===== config.mk =====
export PLATFORM = sky130hd
export DESIGN_NAME = spike_network_arbiter
export DESIGN_NICKNAME = d
export VERILOG_FILES = /design/src/rtl/snn_pkg.sv /design/src/rtl/spike_network_arbiter.sv
export SDC_FILE = /design/constraint.sdc
export NUM_CORES = 2
export LEC_CHECK = 0
export CORE_AREA = 2 2 617 619
export CTS_BUF_LIST = sky130_fd_sc_hd__clkbuf_4 sky130_fd_sc_hd__clkbuf_8
export CTS_CLUSTER_SIZE = 10
export DETAILED_ROUTE_END_ITERATION = 8
export DIE_AREA = 0 0 619 621
export SLEW_MARGIN = 20
export SYNTH_ARGS = -nofsm -noshare
export SYNTH_HDL_FRONTEND = slang
export SYNTH_SLANG_ARGS = --single-unit

===== constraint.sdc =====
create_clock -name clk -period 11 [get_ports clk]
set_clock_uncertainty 0.1 [all_clocks]
set_input_delay 1.1 -clock clk [delete_from_list [all_inputs] [get_ports clk]]
set_output_delay 1.1 -clock clk [all_outputs]
set_load 0.005 [all_outputs]

===== src/rtl/snn_pkg.sv =====
// Shared widths, spike codes and arbiter state type for the spiking-network blocks.
package snn_pkg;

    localparam int unsigned NEURON_ID_WIDTH = 9;
    localparam int unsigned TEN_DATA_WIDTH  = 2;
    localparam int unsigned SPIKE_IN_WIDTH  = TEN_DATA_WIDTH + NEURON_ID_WIDTH;

    localparam logic [1:0] SPK_NONE = 2'd0;
    localparam logic [1:0] SPK_POS  = 2'd1;
    localparam logic [1:0] SPK_NEG  = 2'd2;
    localparam logic [1:0] SPK_ILL  = 2'd3;

    typedef enum logic [2:0] {
        StIdle,
        StWait,
        StScan,
        StRelease,
        StFinish
    } arb_state_e;

endpackage


===== src/rtl/spike_network_arbiter.sv =====
// Network-phase sequencer: waits for all active neurons, picks one firing neuron
// by a one-per-cycle round-robin scan, broadcasts it and counts iterations.
module spike_network_arbiter
    import snn_pkg::*;
#(
    parameter int unsigned NUM_NEURON      = 512,
    parameter int unsigned NEURON_ID_WIDTH = snn_pkg::NEURON_ID_WIDTH,
    parameter int unsigned TEN_DATA_WIDTH  = snn_pkg::TEN_DATA_WIDTH,
    parameter int unsigned ITER_WIDTH      = 16
) (
    input  logic                                 clk,
    input  logic                                 reset_l,
    input  logic                                 start,
    input  logic [NEURON_ID_WIDTH-1:0]           active_neuron,
    input  logic [ITER_WIDTH-1:0]                max_iter,
    input  logic [NUM_NEURON-1:0]                en_network,
    input  logic [TEN_DATA_WIDTH*NUM_NEURON-1:0] spike_out,
    output logic [TEN_DATA_WIDTH+NEURON_ID_WIDTH-1:0] spike_in,
    output logic                                 networkDone,
    output logic [ITER_WIDTH-1:0]                iter_count,
    output logic                                 busy,
    output logic                                 anneal_done,
    output logic                                 illegal_spike
);

    // One extra bit so that n_eff can hold NUM_NEURON itself (e.g. 512 with 9-bit ids).
    localparam int unsigned CNT_W = NEURON_ID_WIDTH + 1;
    localparam int unsigned SPK_W = TEN_DATA_WIDTH + NEURON_ID_WIDTH;

    arb_state_e                  state_q, state_d;
    logic [NEURON_ID_WIDTH-1:0]  rr_ptr_q, rr_ptr_d;
    logic [NEURON_ID_WIDTH-1:0]  scan_idx_q, scan_idx_d;
    logic [CNT_W-1:0]            scan_cnt_q, scan_cnt_d;
    logic [SPK_W-1:0]            spike_in_q, spike_in_d;
    logic [ITER_WIDTH-1:0]       iter_q, iter_d;
    logic                        illegal_q, illegal_d;

    logic [CNT_W-1:0]            n_eff;
    logic                        ready;
    logic [TEN_DATA_WIDTH-1:0]   cur_code;
    logic [CNT_W-1:0]            idx_plus1;
    logic [NEURON_ID_WIDTH-1:0]  idx_wrap;
    logic                        hit;
    logic                        last_slot;

    // Effective neuron count: active_neuron clamped to the attached bank size.
    always_comb begin
        if ({1'b0, active_neuron} > CNT_W'(NUM_NEURON)) begin
            n_eff = CNT_W'(NUM_NEURON);
        end else begin
            n_eff = {1'b0, active_neuron};
        end
    end

    // Ready when every neuron below n_eff is parked; higher indices are ignored.
    always_comb begin
        ready = 1'b1;
        for (int i = 0; i < NUM_NEURON; i++) begin
            if ((CNT_W'(i) < n_eff) && !en_network[i]) begin
                ready = 1'b0;
            end
        end
    end

    // Spike code of the neuron currently under the scan pointer.
    always_comb begin
        cur_code = '0;
        for (int i = 0; i < NUM_NEURON; i++) begin
            if (scan_idx_q == NEURON_ID_WIDTH'(i)) begin
                cur_code = spike_out[i*TEN_DATA_WIDTH +: TEN_DATA_WIDTH];
            end
        end
    end

    // Scan-pointer increment wrapping at n_eff, plus hit / last-slot decode.
    always_comb begin
        idx_plus1 = {1'b0, scan_idx_q} + CNT_W'(1);
        if (idx_plus1 >= n_eff) begin
            idx_wrap = '0;
        end else begin
            idx_wrap = idx_plus1[NEURON_ID_WIDTH-1:0];
        end
        hit       = (cur_code == TEN_DATA_WIDTH'(SPK_POS)) ||
                    (cur_code == TEN_DATA_WIDTH'(SPK_NEG));
        last_slot = (scan_cnt_q == (n_eff - CNT_W'(1)));
    end

    // Next-state logic for the network-phase sequencer.
    always_comb begin
        state_d    = state_q;
        rr_ptr_d   = rr_ptr_q;
        scan_idx_d = scan_idx_q;
        scan_cnt_d = scan_cnt_q;
        spike_in_d = spike_in_q;
        iter_d     = iter_q;
        illegal_d  = illegal_q;

        unique case (state_q)
            StIdle: begin
                if (start) begin
                    if (max_iter == '0) begin
                        state_d = StFinish;
                    end else begin
                        iter_d  = '0;
                        state_d = StWait;
                    end
                end
            end
            StWait: begin
                if (ready) begin
                    if (n_eff == '0) begin
                        spike_in_d = '0;
                        state_d    = StRelease;
                    end else begin
                        scan_idx_d = rr_ptr_q;
                        scan_cnt_d = '0;
                        state_d    = StScan;
                    end
                end
            end
            StScan: begin
                if (cur_code == TEN_DATA_WIDTH'(SPK_ILL)) begin
                    illegal_d = 1'b1;
                end
                if (hit) begin
                    spike_in_d = {cur_code, scan_idx_q};
                    rr_ptr_d   = idx_wrap;
                    state_d    = StRelease;
                end else if (last_slot) begin
                    spike_in_d = '0;
                    state_d    = StRelease;
                end else begin
                    scan_idx_d = idx_wrap;
                    scan_cnt_d = scan_cnt_q + CNT_W'(1);
                end
            end
            StRelease: begin
                iter_d = iter_q + ITER_WIDTH'(1);
                if (iter_d == max_iter) begin
                    state_d = StFinish;
                end else begin
                    state_d = StWait;
                end
            end
            StFinish: begin
                if (!start) begin
                    state_d = StIdle;
                end
            end
            default: state_d = StIdle;
        endcase
    end

    // State and datapath registers with synchronous active-low reset.
    always_ff @(posedge clk) begin
        if (!reset_l) begin
            state_q    <= StIdle;
            rr_ptr_q   <= '0;
            scan_idx_q <= '0;
            scan_cnt_q <= '0;
            spike_in_q <= '0;
            iter_q     <= '0;
            illegal_q  <= 1'b0;
        end else begin
            state_q    <= state_d;
            rr_ptr_q   <= rr_ptr_d;
            scan_idx_q <= scan_idx_d;
            scan_cnt_q <= scan_cnt_d;
            spike_in_q <= spike_in_d;
            iter_q     <= iter_d;
            illegal_q  <= illegal_d;
        end
    end

    // Outputs decoded from the registered state.
    always_comb begin
        spike_in      = spike_in_q;
        iter_count    = iter_q;
        illegal_spike = illegal_q;
        networkDone   = (state_q == StRelease);
        anneal_done   = (state_q == StFinish);
        busy          = (state_q != StIdle) && (state_q != StFinish);
    end

endmodule


==> impl_metrics.yaml <==
clock_tree:
  cts_tree: "yes"
  clock-root-buffer: "clkbuf_8"
  hold_buffers: 0
  path_clk_slew_ns: 0.08
  htree_levels: 3
  post_cts_buffers: 0
  postCtsResizedCells: 0
  cts_made_buffers: 9
  worstSkewPairLatency_ns: 0.40
  cts_sinks: 59
  clock_path_buffers: 2
pwr:
  clkPwrFrac_pct: 12.8
  switching_share_pct: 43.66
  powerDensity_nw_per_um2: 32.85
  power.leakage_nw: 15.27
  combPwrFrac_pct: 74.0
  p_switching_uw: 705.8
  p_int_uw: 910.5
  power_mw: 1.616
  peakVddDrop_v: 0.00004644
  seq_power_share_pct: 13.2
sta:
  fin_tns_setup_ns: 0
  setup_viol: 0
  finalCritPeriodShare_pct: 83.35
  post-route-min-period_ns: 9.168
  rsz0062_at_grt: "no"
  hold_viol_final: 0
  maxSlewViolCount: 1
  tightest_slew_ns: 1.513
  slew_headroom_pct: -0.8827
  clock.fmax_ghz: 0.1091
placed_design:
  dp_hpwl_um: 435600
  placement.io_buffers: 1593
  dp.cells: 10600
  routabilityCongestion: 1.049
worst_setup_path:
  crit_path_end_kind: "flip-flop"
  cp.required_ns: 11.19
  crit_arrival_ns: 9.36
  startpoint_type: "flip-flop"
  reg2reg_slack_ns: 1.83
  critPathKind: "flip-flop to flip-flop"
  cp_max_fo: 28
logic_synthesis:
  synth_cell_types: 97
  synthFlopType: "dfxtp_1"
  synth_edf_count: 0
  ys_seq_elements: 59
  yosys-top-cells-area: "a21oi_1 (13%), o21ai_0 (7.6%), nor2_1 (5.8%), clkbuf_1 (5.3%), dfxtp_1 (4.8%)"
  yosysSeqAreaShare_pct: 4.782
  postSynthCellCount: 4106
  yosysTopAreaCell: "a21oi_1"
  ys_warn_count: 0
  yosysTopAreaCellShare_pct: 12.91
  synth_fp_nets: 5694
  avgSynthCellArea_um2: 6.015
  syn_area_um2: 24700
  async_flop_share_pct: 0
outcome:
  outcome: "complete, but fails checks"
  violations: "max-capacitance violations, max-slew violations"
floorplanning:
  die_x_um: 619
  core_um2: 377800
  die_area_um2: 384400
  io_pins: 1595
  initial_core_util_pct: 6.538
  dieHeight_um: 621
  row_count: 226
grt:
  grt_pass1_vias: 46810
  grt_overflow: 0
  grt_max_degree: 74
  grt_pass1_wl_um: 609300
  grt_usage_pct: 25.03
  antenna_found_initial: 347
detailed_routing:
  wl_um: 506500
  route.detailed.drc: 0
  vias_per_cell: 4.712
  ant_nets: 0
  drt_iter0_drc: 7927
  dr.pass1.iters: 6
  vias: 51010
  wl_per_cell_um: 46.80
run:
  maxCapViolCount: 2
final_layout:
  drive_gt1_share_pct: 9.925
  nets: 7185
  area_delta_synth_final_pct: 99.22
  fin_cells: 10820
hold_path:
  min_path_type: "flip-flop to flip-flop"
[stage by stage]
step	setup slack, ns	hold WS [ns]	utilization [%]	instance area, um2
floorplan	5.441	0.3322	-	24700
CTS	2.056	0.3646	12.88	48660
global placement	2.055	0.3561	12.82	48440
detailed placement	2.090	0.3531	12.83	48470
global route	1.670	0.3951	12.99	49090
finish	1.832	0.3613	13.02	49210
[cell usage in the layout (no fill, tap or decap), drive strengths merged, types with 28 or more instances in the layout]
cell type / instances
nand3: 91
dfxtp: 59
o32ai: 30
nand4: 40
a22oi: 64
o2111ai: 36
nand2: 292
o211ai: 48
a21o: 29
nor4b: 28
nor2b: 37
buf: 339
or3: 34
nor3: 170
clkdlybuf4s50: 1586
a221o: 31
a221oi: 95
o22ai: 136
o31ai: 40
nor2: 384
o21ai: 387
o221ai: 61
a2111oi: 33
inv: 68
a31oi: 106
nor4: 54
nand2b: 49
a211oi: 61
diode: 206
a21oi: 639
[synthesized netlist by cell type (all sizes together), types with 64 or more instances]
cell and instances:
nand2 292, o22ai 136, nand3 91, inv 68, a22oi 64, a31oi 106, o21ai 387, a221oi 95
buf 97, nor2 384, nor3 170, a21oi 639, clkbuf 349
[critical path: stages (launching register included)]
cell	delay [ns]
dfxtp_1	0.45
inv_1	0.29
ha_4	0.52
buf_4	0.49
nand4bb_2	0.76
nand2_1	0.88
o221ai_1	0.35
o21ai_0	0.21
o311ai_0	0.21
o221ai_1	0.68
a21oi_1	0.26
nor4b_1	1.01
a211oi_1	0.43
o41ai_1	0.68
ha_1	0.34
a21oi_1	0.11
nor2_1	0.82
o32ai_1	0.18
and2_1	0.20
[metal layers]
metal	part of all wire [%]	global-route usage, %	vias up
li1	-	-	19390
met1	36	27.39	25520
met2	46	41.28	4612
met3	9.6	7.840	1365
met4	8.0	16.94	124
met5	0.16	0.01263	-
[power groups by stage]
| stage | Clock [mW] | Combinational (mW) | Sequential, mW |
|---|---|---|---|
| 2_1_floorplan | 0 | 0.212 | 0.219 |
| 3_3_place_gp | 0 | 1.16 | 0.218 |
| 3_5_place_dp | 0 | 1.16 | 0.219 |
| 4_1_cts | 0.220 | 1.16 | 0.213 |
| 5_1_grt | 0.225 | 1.20 | 0.214 |
| 6_report | 0.206 | 1.20 | 0.213 |
[state kept, by name, indices dropped and copies added (netlist names)]
signal,cells
iter_count,16
spike_in,11
scan_cnt_q,10
rr_ptr_q,9
scan_idx_q,9
state_q,3
illegal_spike,1
[final cells by class]
type | count | area, um2
inverters | 74 | 277.8
diodes | 206 | 515.5
flip-flops and latches | 59 | 1194
repair buffers | 1926 | 18500
fillers | 44030 | 328600
well taps | 5016 | 6276
clock inverters | 5 | 37.54
multi-input cells | 3527 | 22250
clock buffers | 11 | 151.4
[final timing paths]
| path | from | to | cells after the start |
|---|---|---|---|
| max reg2reg | scan_idx_q[0]$_SDFFE_PN0P_ | spike_in[8]$_SDFFE_PN0P_ | 18 |
| max | scan_idx_q[0]$_SDFFE_PN0P_ | spike_in[8]$_SDFFE_PN0P_ | 18 |
| min reg2reg | rr_ptr_q[2]$_SDFFE_PN0P_ | rr_ptr_q[2]$_SDFFE_PN0P_ | 2 |
| min | rr_ptr_q[2]$_SDFFE_PN0P_ | rr_ptr_q[2]$_SDFFE_PN0P_ | 2 |
[kinds of logic (layout without fill, tap and decap cells)]
group           Yosys count  in the layout  share of synthesized area (%)
compound gates         2018           2018                          52.65
xor+xnor                 40             40                          1.418
fa+ha+maj                28             28                          1.378
buf+inv                 520           2016                          8.328
flops                    59             59                          4.782
mux                       7              7                         0.2888
other cells               0            206                              0
simple gates           1434           1434                          31.15
Note: power is estimated with default switching activity, not from simulation.
